==> src/rtl/mem_port_arbiter.sv <==
// Arbitrates the fetch (I) and load/store (D) ports onto one single-port memory
// with a fixed read latency. D has priority; a starvation counter forces I through.
module mem_port_arbiter #(
  parameter int MEM_LAT      = 1,
  parameter int STARVE_LIMIT = 4
) (
  input  logic        clk,
  input  logic        rst,
  input  logic        i_req,
  input  logic [31:0] i_addr,
  output logic        i_ack,
  output logic [31:0] i_rdata,
  input  logic        d_req,
  input  logic        d_we,
  input  logic [3:0]  d_be,
  input  logic [31:0] d_addr,
  input  logic [31:0] d_wdata,
  output logic        d_ack,
  output logic [31:0] d_rdata,
  output logic        m_en,
  output logic        m_we,
  output logic [3:0]  m_be,
  output logic [31:0] m_addr,
  output logic [31:0] m_wdata,
  input  logic [31:0] m_rdata,
  output logic        busy,
  output logic [1:0]  owner
);
  localparam int              SW         = (STARVE_LIMIT < 1) ? 1 : $clog2(STARVE_LIMIT + 1);
  localparam logic [SW-1:0]   STARVE_MAX = SW'(STARVE_LIMIT);
  localparam bit              STARVE_EN  = (STARVE_LIMIT != 0);
  localparam logic [3:0]      LAT        = 4'(MEM_LAT);
  localparam logic [1:0]      OWN_NONE   = 2'b00;
  localparam logic [1:0]      OWN_I      = 2'b01;
  localparam logic [1:0]      OWN_D      = 2'b10;

  typedef enum logic [1:0] {S_IDLE, S_ISSUE, S_WAIT, S_RESP} state_t;

  state_t        r_state;
  state_t        w_state_next;
  logic [3:0]    r_cnt;
  logic [SW-1:0] r_starve;
  logic [1:0]    r_owner;
  logic          w_force_i;
  logic          w_grant_i;
  logic          w_grant_d;

  assign w_force_i = STARVE_EN && (r_starve == STARVE_MAX);
  assign w_grant_i = i_req && (!d_req || w_force_i);
  assign w_grant_d = d_req && !w_grant_i;

  always_ff @(posedge clk) begin
    if (rst) begin
      r_state <= S_IDLE;
    end else begin
      r_state <= w_state_next;
    end
  end

  always_comb begin
    w_state_next = r_state;
    case (r_state)
      S_IDLE:  if (i_req || d_req) w_state_next = S_ISSUE;
      S_ISSUE: w_state_next = S_WAIT;
      S_WAIT:  if (r_cnt == 4'd1) w_state_next = S_RESP;
      S_RESP:  w_state_next = S_IDLE;
      default: w_state_next = S_IDLE;
    endcase
  end

  always_comb begin
    m_en  = 1'b0;
    i_ack = 1'b0;
    d_ack = 1'b0;
    case (r_state)
      S_ISSUE: m_en = 1'b1;
      S_RESP: begin
        i_ack = (r_owner == OWN_I);
        d_ack = (r_owner == OWN_D);
      end
      default: ;
    endcase
  end

  assign busy  = (r_state != S_IDLE);
  assign owner = r_owner;

  // Memory-side fields are latched at grant and simply held until the next grant.
  always_ff @(posedge clk) begin
    if (rst) begin
      r_cnt    <= '0;
      r_starve <= '0;
      r_owner  <= OWN_NONE;
      m_we     <= 1'b0;
      m_be     <= '0;
      m_addr   <= '0;
      m_wdata  <= '0;
      i_rdata  <= '0;
      d_rdata  <= '0;
    end else begin
      case (r_state)
        S_IDLE: begin
          if (!i_req) r_starve <= '0;
          if (w_grant_i) begin
            r_owner  <= OWN_I;
            m_addr   <= i_addr;
            m_we     <= 1'b0;
            m_be     <= '0;
            m_wdata  <= '0;
            r_starve <= '0;
          end else if (w_grant_d) begin
            r_owner <= OWN_D;
            m_addr  <= d_addr;
            m_we    <= d_we;
            m_be    <= d_be;
            m_wdata <= d_wdata;
            if (i_req && (r_starve != STARVE_MAX)) r_starve <= r_starve + 1'b1;
          end
        end
        S_ISSUE: r_cnt <= LAT;
        S_WAIT: begin
          r_cnt <= r_cnt - 4'd1;
          // cnt==1 is the cycle in which m_rdata for this access is valid
          if (r_cnt == 4'd1) begin
            if (r_owner == OWN_I) begin
              i_rdata <= m_rdata;
            end else if (!m_we) begin
              d_rdata <= m_rdata;
            end
          end
        end
        S_RESP:  r_owner <= OWN_NONE;
        default: ;
      endcase
    end
  end
endmodule

==> config.mk <==
export PLATFORM = sky130hd
export DESIGN_NAME = mem_port_arbiter
export DESIGN_NICKNAME = d
export VERILOG_FILES = /design/src/rtl/mem_port_arbiter.sv
export SDC_FILE = /design/constraint.sdc
export NUM_CORES = 1
export LEC_CHECK = 0
export ABC_AREA = 1
export CORE_MARGIN = 5
export CORE_UTILIZATION = 29
export CTS_CLUSTER_DIAMETER = 100
export DETAILED_ROUTE_END_ITERATION = 8
export PLACE_DENSITY = 0.64
export SYNTH_ARGS = -nofsm -noshare
export SYNTH_HDL_FRONTEND = slang
export SYNTH_SLANG_ARGS = --single-unit
==> constraint.sdc <==
create_clock -name clk -period 1.67 [get_ports clk]
set_clock_uncertainty 0.2 [all_clocks]
set_input_delay 0.4175 -clock clk [delete_from_list [all_inputs] [get_ports clk]]
set_output_delay 0.4175 -clock clk [all_outputs]
set_load 0.01 [all_outputs]
==> results.txt <==
----------------------------------------------------
[Run status]
  Run status ... finished with violations
  Failing checks ... negative setup slack

[Floorplanning]
  Std-Cell Rows ... 53
  I/O pin count ... ~280
  Die outline width ... 157 µm
  Initial core utilization ... between 20 and 30%
  Area of the core region ... between 0.02 and 0.025 mm²
  Die footprint ... about 0.025 mm²
  Die H ... ~160 µm

[Yosys]
  Largest cells by area after synthesis ... dfxtp_1 46%, nand2_1 15%, nor2_1 8.7%, nand3_1 8.4%, inv_1 4.7%
  Number of flip-flops and latches in the synthesized netlist ... 144
  Post-synthesis cell count ... 885
  Sequential element share of the synthesized area ... roughly 46%
  Most frequent cell after synthesis ... nand2_1
  Synth async-reset ratio ... 0%
  Average footprint of a synthesized cell ... 7.04 µm²
  Number of nets produced by synthesis ... approximately 1000
  Netlist cell types ... 23
  Top-area cell type share of the netlist area ... a little under half
  Warnings from Yosys ... 0
  Total standard cell area after synthesis ... slightly above 0.006 mm²
  Biggest area consumer among synthesized cells ... dfxtp_1
  Predominant post-synthesis flop cell ... dfxtp_1
  EDFF count, synth ... 0
  Commonest cells in the synthesized netlist ... 246 x nand2_1, 145 x nor2_1, 144 x dfxtp_1

[Power]
  Power per Cell Area ... around 1300 mW/mm²
  Leakage ... between 5 and 6 nW
  Total power after layout ... about 15 mW
  VDD IR-drop max ... approximately 0.76 mV

[Placement]
  Gpl congestion ... 0.839
  Count of input and output buffers ... 275
  DP Wirelength ... between 15000 and 20000 µm
  Post-place instance area ... around 0.0095 mm²

[Global route]
  Remaining global-route overflow ... 0
  Via count of the first global-routing pass ... ~6800
  Antenna violations before repair ... 1
  Pin count of the biggest net entering global routing ... 44
  First-pass GRT wire length ... between 30000 and 40000 µm
  GRT Overall Usage ... between 10% and 20%

[Detailed routing]
  DRT Pass-1 Iters ... 5
  Average vias per placed instance ... between 4 and 5
  Total via count after detailed routing ... between 7000 and 8000
  Wirelength per Cell ... 17.8 µm
  Overall routed net length ... 26900 µm
  Starting DRC count in detailed routing ... 402
  Final antenna-violating net count ... 0
  DR DRC count ... 0

[Layout]
  Proportion of layout cells with a drive suffix above 1 ... between 30% and 40%
  Multi-input logic area ... around 0.0038 mm²
  Post-layout nets ... approximately 1400
  Fill cells ... roughly 1900
  Syn-to-layout area delta ... 92.1%
  Core Util, Final ... 56.7%
  Fin area ... approximately 0.012 mm²
  FF+latch area ... around 0.0029 mm²

[Critical path]
  Startpoint-to-endpoint class of the critical path ... reg -> out
  Crit-path max FO ... 5
  Arrival time worst endpoint ... 1.24 ns
  WP data required ... about 1.1 ns
  Worst reg-to-reg setup slack ... -0.17 ns
  Startpoint kind of the worst setup timing path ... flip-flop
  Capturing element type of the critical path ... output port

[Timing]
  Setup repair after global routing missed its margin ... yes
  Post-route setup slack ... -0.185 ns
  Number of hold-slack violations in the final timing report ... 0
  Remaining max-slew budget at the tightest pin ... between 50 and 60%
  Final slew viol count ... 0
  Pin slew with the least headroom to its limit ... 0.690 ns
  Highest clock frequency the design can meet ... 539 MHz
  Setup TNS ... -8.96 ns
  Final number of setup-violating endpoints ... approximately 130
  Final worst-path cycle share ... 111%
  Post-layout minimum cycle time ... 1.86 ns
  Worst Hold Slack ... 0.264 ns

[Flow run]
  Max_cap viols ... 0

[CTS]
  CTS root buffer ... clkbuf_16
  Worst-path clk slew ... roughly 0.070 ns
  Cts hold-fix bufs ... 0
  Clock buffers created by TritonCTS ... 17
  Num Clock Sinks ... between 100 and 150
  H-Tree Level Count ... 4
  Clock Latency Late Sink ... 0.42 ns
  Clock tree from TritonCTS ... yes
  Deepest clock path buffer count ... 2

[Hold path]
  Worst hold path class ... reg -> reg

----------------------------------------------------
[per-stage QoR]
| stage | setup slack, ns | cells |
|---|---|---|
| floorplan | 0.00861 | 885 |
| global placement | -0.423 | 1427 |
| detailed placement | -0.392 | 1427 |
| CTS | -0.212 | 1487 |
| global route | -0.276 | 1509 |
| finish | -0.185 | 1511 |
[metal layers]
metal | track usage (%) | wire (µm)
met4 | 5.83 | 573
met2 | 32.1 | 13500
met1 | 23.0 | 10600
met5 | 0 | 13
met3 | 6.14 | 2160
[kinds of logic after synthesis]
kind of cell	count (synthesis)	share of synthesized area, %
AND/OR/NAND/NOR	541	36.8
flip-flops	144	46.3
buffers and inverters	140	10.7
AO/OA/AOI/OAI	51	4.40
adder cells (fa/ha/maj)	9	1.81
[cells in the final DEF, fill, tap and decap left out, drive strengths merged, types with 2 or more instances in the layout]
master	Yosys	layout
clkinv	0	5
dfxtp	144	144
nor2	148	148
ha	9	9
nand3	104	104
clkdlybuf4s50	0	136
clkdlybuf4s15	0	63
nor3	3	3
buf	49	106
o211ai	2	2
clkbuf	12	89
inv	79	78
o21ai	4	4
dlygate4sd2	0	5
diode	0	2
nand2	249	249
a21oi	44	44
clkinvlp	0	5
nand4	35	35
and2	2	2
[report_power, final]
group | leakage [nW] | switching (mW) | internal (mW) | total, mW
Sequential | 1.18 | 0.355 | 4.03 | 4.38
Combinational | 3.89 | 3.56 | 3.52 | 7.08
Clock | 0.250 | 1.57 | 2.07 | 3.63
Total | 5.32 | 5.48 | 9.62 | 15.1
[final timing paths]
path | cells after the start | startpoint | end
setup / recovery | 4 | r_state[1] | d_ack
hold / removal | 2 | m_wdata[0] | m_wdata[0]
setup reg to reg | 12 | r_state[0] | d_rdata[0]
hold reg to reg | 2 | m_wdata[0] | m_wdata[0]
[sequential cells by signal, summed over array words and instances, names as in the netlist]
| name | flops |
|---|---|
| r_starve | 3 |
| m_addr | 32 |
| m_wdata | 32 |
| i_rdata | 32 |
| r_state | 2 |
| r_cnt | 4 |
| m_be | 4 |
| owner | 2 |
| d_rdata | 32 |
| m_we | 1 |
[layout make-up]
type | instances | area share, %
Clock inverter | 10 | 0.763
Inverter | 79 | 2.57
Multi-Input combinational cell | 601 | 31.9
Tap cell | 275 | 2.88
Timing Repair Buffer | 380 | 33.9
Sequential cell | 144 | 24.3
Clock buffer | 20 | 3.73
Antenna cell | 2 | 0.0418
[what timing repair did]
action / CTS / global route
pin swaps: 22 / 111
resized for setup: 371 / 335
gates cloned: 16 / 18
setup buffers: 15 / 11
setup endpoints to repair: 264 / 247
[worst max-delay path, cell delays in order (launching register included)]
cell	delay [ns]
dfxtp_4	0.38
ha_4	0.14
inv_4	0.05
nor3_2	0.09
buf_2	0.16
Power figures use the tool's default switching activity.
